[src/rtl/posit_conv_arbiter.sv]
// Round-robin share of one posit_conv among NREQ clients, tag + result FIFOs.
// Optional counters stat_issued/stat_stall under POSIT_CONV_ARB_STATS_EN.
module posit_conv_arbiter_fifo #(
  parameter int W     = 8,
  parameter int DEPTH = 8
) (
  input  logic         clk,
  input  logic         rst_n,
  input  logic         push,
  input  logic [W-1:0] din,
  input  logic         pop,
  output logic [W-1:0] dout,
  output logic         empty
);
  localparam int AW = $clog2(DEPTH);

  logic [W-1:0] mem [DEPTH];
  logic [AW:0]  wp;
  logic [AW:0]  rp;

  always_ff @(posedge clk or negedge rst_n) begin
    if (!rst_n) begin
      wp <= '0;
      rp <= '0;
    end else begin
      if (push) wp <= wp + 1'b1;
      if (pop)  rp <= rp + 1'b1;
    end
  end

  always_ff @(posedge clk) begin
    if (push) mem[wp[AW-1:0]] <= din;
  end

  assign dout  = mem[rp[AW-1:0]];
  assign empty = (wp == rp);
endmodule

module posit_conv_arbiter #(
  parameter  int N     = 36,
  parameter  int NREQ  = 4,
  parameter  int DEPTH = 8,
  localparam int IDW   = (NREQ > 1) ? $clog2(NREQ) : 1
) (
  input  logic              clk,
  input  logic              rst_n,
  input  logic [NREQ-1:0]   req_valid,
  input  logic [NREQ*N-1:0] req_data,
  output logic [NREQ-1:0]   req_ready,
  output logic [N-1:0]      conv_in,
  output logic              conv_start,
  input  logic [63:0]       conv_out,
  input  logic              conv_done,
  output logic              res_valid,
  output logic [63:0]       res_data,
  output logic [IDW-1:0]    res_id,
  input  logic              res_ready,
  output logic              busy,
  output logic              err
`ifdef POSIT_CONV_ARB_STATS_EN
  ,
  output logic [31:0]       stat_issued,
  output logic [31:0]       stat_stall
`endif
);
  localparam int CW = $clog2(DEPTH + 1);

  typedef struct packed {
    logic [IDW-1:0] id;
    logic [63:0]    data;
  } res_t;

  logic [IDW-1:0] ptr;
  logic [IDW-1:0] gnt;
  logic [IDW-1:0] idx;
  logic           hit;
  logic [CW-1:0]  cnt;
  logic           any_req;
  logic           room;
  logic           issue;
  logic           pop;

  logic [IDW-1:0] tag_head;
  logic           tag_empty;
  logic           tag_pop;

  res_t           res_in;
  res_t           res_head;
  logic           res_empty;

  assign any_req = |req_valid;
  assign room    = (cnt < CW'(DEPTH));
  assign issue   = any_req && room;
  assign pop     = res_valid && res_ready;

  // first requester at or after ptr, wrapping
  always_comb begin
    gnt = '0;
    idx = '0;
    hit = 1'b0;
    for (int k = 0; k < NREQ; k++) begin
      idx = IDW'((int'(ptr) + k) % NREQ);
      if (!hit && req_valid[idx]) begin
        hit = 1'b1;
        gnt = idx;
      end
    end
  end

  always_comb begin
    req_ready = '0;
    if (issue) req_ready[gnt] = 1'b1;
  end

  always_ff @(posedge clk or negedge rst_n) begin
    if (!rst_n) begin
      conv_start <= 1'b0;
      conv_in    <= '0;
      ptr        <= '0;
    end else begin
      conv_start <= issue;
      if (issue) begin
        conv_in <= req_data[int'(gnt)*N +: N];
        ptr     <= (gnt == IDW'(NREQ - 1)) ? '0 : gnt + 1'b1;
      end
    end
  end

  always_ff @(posedge clk or negedge rst_n) begin
    if (!rst_n) begin
      cnt <= '0;
    end else begin
      unique case ({issue, pop})
        2'b10:   cnt <= cnt + 1'b1;
        2'b01:   cnt <= cnt - 1'b1;
        default: cnt <= cnt;
      endcase
    end
  end

  assign busy = (cnt != '0);

  posit_conv_arbiter_fifo #(
    .W     (IDW),
    .DEPTH (DEPTH)
  ) u_tag (
    .clk   (clk),
    .rst_n (rst_n),
    .push  (issue),
    .din   (gnt),
    .pop   (tag_pop),
    .dout  (tag_head),
    .empty (tag_empty)
  );

  assign tag_pop      = conv_done && !tag_empty;
  assign res_in.id    = tag_head;
  assign res_in.data  = conv_out;

  // credit limit guarantees the result FIFO never overflows
  posit_conv_arbiter_fifo #(
    .W     ($bits(res_t)),
    .DEPTH (DEPTH)
  ) u_res (
    .clk   (clk),
    .rst_n (rst_n),
    .push  (tag_pop),
    .din   (res_in),
    .pop   (pop),
    .dout  (res_head),
    .empty (res_empty)
  );

  assign res_valid = !res_empty;
  assign res_data  = res_head.data;
  assign res_id    = res_head.id;

  always_ff @(posedge clk or negedge rst_n) begin
    if (!rst_n) begin
      err <= 1'b0;
    end else if (conv_done && tag_empty) begin
      err <= 1'b1;
    end
  end

`ifdef POSIT_CONV_ARB_STATS_EN
  always_ff @(posedge clk or negedge rst_n) begin
    if (!rst_n) begin
      stat_issued <= '0;
      stat_stall  <= '0;
    end else begin
      if (issue) stat_issued <= stat_issued + 1'b1;
      if (any_req && !room) stat_stall <= stat_stall + 1'b1;
    end
  end
`endif
endmodule

[config.mk]
export PLATFORM = sky130hd
export DESIGN_NAME = posit_conv_arbiter
export DESIGN_NICKNAME = d
export VERILOG_FILES = /design/src/rtl/posit_conv_arbiter.sv
export SDC_FILE = /design/constraint.sdc
export NUM_CORES = 1
export LEC_CHECK = 0
export CORE_ASPECT_RATIO = 1.75
export CORE_UTILIZATION = 40
export CTS_CLUSTER_SIZE = 25
export DETAILED_ROUTE_END_ITERATION = 6
export PLACE_DENSITY = 0.7
export SLEW_MARGIN = 20
export SYNTH_ARGS = -nofsm -noshare
export SYNTH_HDL_FRONTEND = slang
export SYNTH_SLANG_ARGS = --single-unit
export TNS_END_PERCENT = 10
[constraint.sdc]
create_clock -name clk -period 17.4 [get_ports clk]
set_clock_uncertainty 0.1 [all_clocks]
set_input_delay 3.48 -clock clk [delete_from_list [all_inputs] [get_ports clk]]
set_output_delay 3.48 -clock clk [all_outputs]
set_load 0.02 [all_outputs]
# After elaboration in Yosys (flattened, before gate mapping)
# Memories as Yosys holds them, arrays and structs flattened.
# Cells that the tools add are included.
# classes
n_eq_ne,5
n_mul,1
add_sub_neg,10
reduce_logical,16
n_shift,1
muxes,24
n_lt_le_gt_ge,7
# ops
operator,n
$shiftx 144x9->36,1
$add 4x1->4 const B,5
$lt 2x3->1 const B,5
$mux 1,12
$mux 2,5
$bmux 1 s2,4
$eq 4x4->1,2
$logic_and 1x1->1,8
$pmux 4 s2,1
$mul 2x4->6 const B,1
$logic_not 1->1,5
$add 2x1->2 const B,2
$add 2x2->2 const B,2
$eq 2x2->1 const B,2
$lt 4x4->1 const B,1
$mux 4,1
$reduce_bool 4->1,1
$reduce_or 4->1,1
$sub 4x1->4 const B,1
$demux 1 s2,1
$eq 2x1->1 const B,1
$ge 2x1->1 const B,1
$reduce_bool 2->1,1
# totals
ff_bits,60
out_inout_bits,110
ramBits,544
input_bits,216
wordCells,75
mem_count,2
# memory_table
memory,words,word_bits,rd,rd_clocked_by_memory_dff,write_ports,line_no,rtl
u_res.mem,8,66,1,0,1,17,logic [W-1:0] mem [DEPTH];
u_tag.mem,8,2,1,0,1,17,

# Logic depth before layout (Yosys ltp)
# depth
word_depth,17
mapped_depth,12
ltp_nobuf,10

# Modules after synthesis
# From an unflattened synthesis, not the netlist that was laid out.
# unflattened
cells_unflattened,1133
hier_area_um2,24314.6
# modules_own_cells
module,area_each_um2,cells_per_inst,instances,seq_area_each_um2
posit_conv_arbiter_fifo at u_res,20455.9,806,1,16055.4
posit_conv_arbiter,2807.7,261,1,1101.1
posit_conv_arbiter_fifo at u_tag,1051.0,66,1,680.7

# Worst setup path before layout
# OpenSTA, ideal clock, no wires.
# synth_timing
kind,input to register
start,input port conv_done
end,"memory u_res.mem[0][0] (netlist name), enable pin"
cell_stages,4
required_time_ns,16.728
setup_slack_ns,8.184
path_buffers,0
t_arrival_ns,8.545
setup_ns,0.572
path_cell_list,inv_1 > a41oi_2 > nand2b_1 > nor3_1
# synth_between
elab_chain_len,3
# synth_rtl
item,line_no,rtl
start: declaration,53,"input logic conv_done,"
$logic_and 1x1->1,156,assign tag_pop = conv_done && !tag_empty;
$mux 1,32,if (push) mem[wp[AW-1:0]] <= din;
$mux 1 (implied by the code),32,
end: declaration,17,
# Every way passes these cells.

# Worst setup path after layout
# layout_timing
start,input port req_valid[2]
end,output port req_ready[3]
# layout_between
elab_chain_len,17
# layout_rtl
item,line_no,rtl
start: declaration,47,"input logic [NREQ-1:0] req_valid,"
$bmux 1 s2,103,if (!hit && req_valid[idx]) begin
$mux 1 (implied by the code),103,
$mux 1,103,
$logic_not 1->1,103,
$logic_and 1x1->1,103,
$mux 1,103,
$logic_not 1->1,103,
$logic_and 1x1->1,103,
[... 2 more ...],--,
$logic_and 1x1->1,103,
$mux 2 (*),103,
net gnt[0],74,logic [IDW-1:0] gnt;
$lt 2x3->1 (implied by the code) or $ge 2x1->1 (tied branches),112,if (issue) req_ready[gnt] = 1'b1;
$logic_and 1x1->1 (implied by the code),112,
$mux 1 (implied by the code),112,
$demux 1 s2 (*),112,
$mux 4 (*),112,
end: declaration,49,"output logic [NREQ-1:0] req_ready,"
# Mark *: on every way through the listed nets, which the timed path passes. The rest lies on a longest branch. The select of a mux whose other input is x is not followed.

==> results.tsv <==
stage	metric	value	unit
setup_path	critical path arrival	6580	ps
timing	fmax	0.09842	GHz
yosys	Yosys reg bits	604	
setup_path	R2R cell count	5	
min_path	Hold Path Sink	conv_in[20]	
cts	H-Tree Depth	2	
grt	antenna violations before repair	2	
routing	via-per-instance ratio	5.298	
layout	# fillers	4811	
cts	worst skew pair latency	590	ps
grt	first-pass GRT wire length	80.34	mm
power	PwrDens	173.9	nW/um2
power	Clk network pwr share	23.5	%
setup_path	most frequent CP cell	clkdlybuf4s50_1	
grt	vias in the first global route	13480	
setup_path	Max stage delay on crit path	690	ps
floorplanning	Die Width	187.4	um
yosys	Distinct cells, synth	38	
cts	number of buffers created by CTS	53	
yosys	ranking of synthesized cells by area	edfxtp_1, mux4_2, dfrtp_1	
grt	GR Overflow Total	0	
setup_path	RR Endpoint	u_res.mem[1][36]	
layout	fin util	50.44	%
routing	DR iter-0 viols	581	
setup_path	worst setup path start	req_valid[2]	
placement	Port Buffers	325	
placement	gpl congestion	0.8564	
yosys	Synthesized Nets	1365	
floorplanning	height of the die	326.4	um
yosys	area share of the leading cell type in the synthesized netlist	67.93	%
timing	Setup TNS	0	ps
setup_path	CP cell instances	clkdlybuf4s50_1 -> nor2b_1 -> a21o_1 -> a211o_4 -> buf_4 -> inv_2 -> ha_1 -> and2_1 -> clkdlybuf4s50_1	
setup_path	CP Capture Type	output pin	
routing	DR pass1 iterations	4	
cts	Clock Tree Buf Depth	3	
layout	Area growth, synth to finish	24.50	%
timing	hold_ws	389.0	ps
timing	final critical-path required period	10160	ps
placement	post-detail-place hpwl	32.23	mm
power	leakage power	0.01002	uW
routing	Post-DRT Antenna Nets	0	
timing	Slew Viols, Final	0	
timing	unrepaired setup endpoints after global routing	false	
setup_path	crit path kind	in2out	
yosys	Synth Instances	1137	
cts	Setup Buffers After CTS	0	
min_path	worst min-delay path category	reg2reg	
timing	relative slew slack	26.14	%
run_status	status	completed	
routing	# DRC	0	
yosys	Mean Syn Cell Area	21.15	um2
cts	clk root buf	clkbuf_16	
layout	most frequent cells in the layout	edfxtp_1, clkdlybuf4s50_1, mux4_2	
power	Final Power	5205	uW
floorplanning	die area	61140	um2
cts	Clock transition at path regs	70	ps
timing	Worst Tran Pin Value	1108	ps
power	switch share	32.13	%
floorplanning	Starting Density	40.52	%
setup_path	Critical R2R Launch	u_tag.rp[0]	
routing	final wirelength	53.10	mm
yosys	synth warn	0	
job	total of max-cap violations	0	
yosys	post-synthesis sequential area ratio	74.17	%
grt	largest net degree at the start of global routing	75	
power	Comb power frac	36.6	%
timing	Final Cycle Share	58.39	%
cts	Num Clock Sinks	604	
power	Flop pwr share	39.9	%
floorplanning	core area	59350	um2
routing	average wire per standard cell	23.17	um
min_path	worst hold stages	2	
grt	gr usage total	17.59	%
yosys	area of the mapped netlist	24050	um2
layout	nets@finish	1698	
floorplanning	row count	118	
timing	Finish-stage setup viols	0	
cts	CTS tree	built	
cts	hold-fix buffers at CTS	0	
routing	detailed-route via count	12140	
layout	most common cell after layout, fill and taps aside	edfxtp_1	
setup_path	CP Launch Type	input pin	
power	Net Sw Power	1672	uW
setup_path	slowest CP cell	buf_4	
layout	fraction of layout instances using a drive strength above 1	21.64	%
yosys	leading area contributor after synthesis	edfxtp_1	
setup_path	CP Data Required Time	13820	ps
power	cell internal pwr	3532	uW
power	peak supply drop	0.1434	mV
timing	final hold vios	0	
floorplanning	top-level port count	326	
setup_path	R2R Setup Slk	13680	ps
min_path	Hold Startpoint	conv_in[20]	
cts	Resize count post-CTS	0	
setup_path	Worst Path Max Fanout	54	
## layout make-up
| type | instances | area, um2 | area share [%] |
|---|---|---|---|
| flip-flops and latches | 604 | 17850 | 59.62 |
| multi-input cells | 459 | 5851 | 19.54 |
| repair buffers | 344 | 3418 | 11.42 |
| clock buffers | 63 | 1406 | 4.697 |
| well taps | 780 | 975.9 | 3.260 |
| clock inverters | 33 | 406.6 | 1.358 |
| inverters | 8 | 30.03 | 0.1003 |
| diodes | 1 | 2.502 | 0.008358 |
## power groups by stage
stage | Sequential [uW] | Clock, uW | Combinational (uW)
after floorplan | 2050 | 0 | 1270
after global placement | 2100 | 0 | 1920
after detailed placement | 2110 | 0 | 1940
after CTS | 2090 | 1250 | 1940
after global routing | 2110 | 1300 | 2030
final | 2080 | 1220 | 1900
## logic make-up after synthesis
kind of cell | share of synthesized area (%)
AND/OR/NAND/NOR | 1.842
flip-flops | 74.17
XOR/XNOR | 0.8741
buffers and inverters | 1.753
AO/OA/AOI/OAI | 1.696
multiplexers | 19.01
adder cells (fa/ha/maj) | 0.6556
## critical path, delay by kind of cell
kind | cells | cell delay, ps
and+or+nand+nor | 2 | 360
AOI/OAI and AO/OA | 2 | 470
adders and majority gates | 1 | 280
buffers and inverters | 4 | 1960
## synth_stat cells (all sizes together)
cell type,number
ha,11
o21bai,1
buf,45
nor3b,2
xnor2,17
mux2i,73
and2,5
inv,8
a211o,1
a41oi,1
clkbuf,21
o21ai,1
o221ai,36
fa,1
nor2b,2
nand2,61
edfxtp,544
nor4,1
mux4,136
a21oi,3
dfrtp,60
xor2,7
nor4b,2
nor2,10
nand4,4
a21o,3
or4,1
nand2b,5
mux2,69
o31ai,1
o32a,1
nor3,4
## worst max path at each step
stage                            to  slack, ps
floorplan           u_res.mem[0][0]       8180
global placement       req_ready[3]       7320
detailed placement     req_ready[3]       7230
CTS                    req_ready[3]       7210
global route           req_ready[3]       7040
finish                 req_ready[3]       7240
## per-stage QoR
step | std cells | area [um2] | worst slack (ps)
after global placement | 2194 | 28090 | 7315
after global routing | 2292 | 29940 | 7038
final | 2292 | 29940 | 7240
after CTS | 2290 | 29900 | 7213
after floorplan | 1137 | 24050 | 8184
after detailed placement | 2194 | 28090 | 7230
## per-layer routing
| metal | wire length [um] | part of all wire [%] | track usage (%) | up-vias |
|---|---|---|---|---|
| li1 | - | - | - | 5328 |
| met2 | 29200 | 55 | 33.49 | 440 |
| met4 | 2090 | 3.9 | 7.609 | 2 |
| met5 | 9 | 0.017 | 0 | - |
| met1 | 19190 | 36 | 18.84 | 6286 |
| met3 | 2619 | 4.9 | 3.040 | 88 |
## state kept, by name (all words and copies together), names as in the netlist
signal / count
u_tag.rp: 4
err: 1
ptr: 2
cnt: 4
conv_in: 36
u_tag.mem: 16
u_tag.wp: 4
conv_start: 1
u_res.rp: 4
u_res.mem: 528
u_res.wp: 4
(Power assumes the default switching activity.)
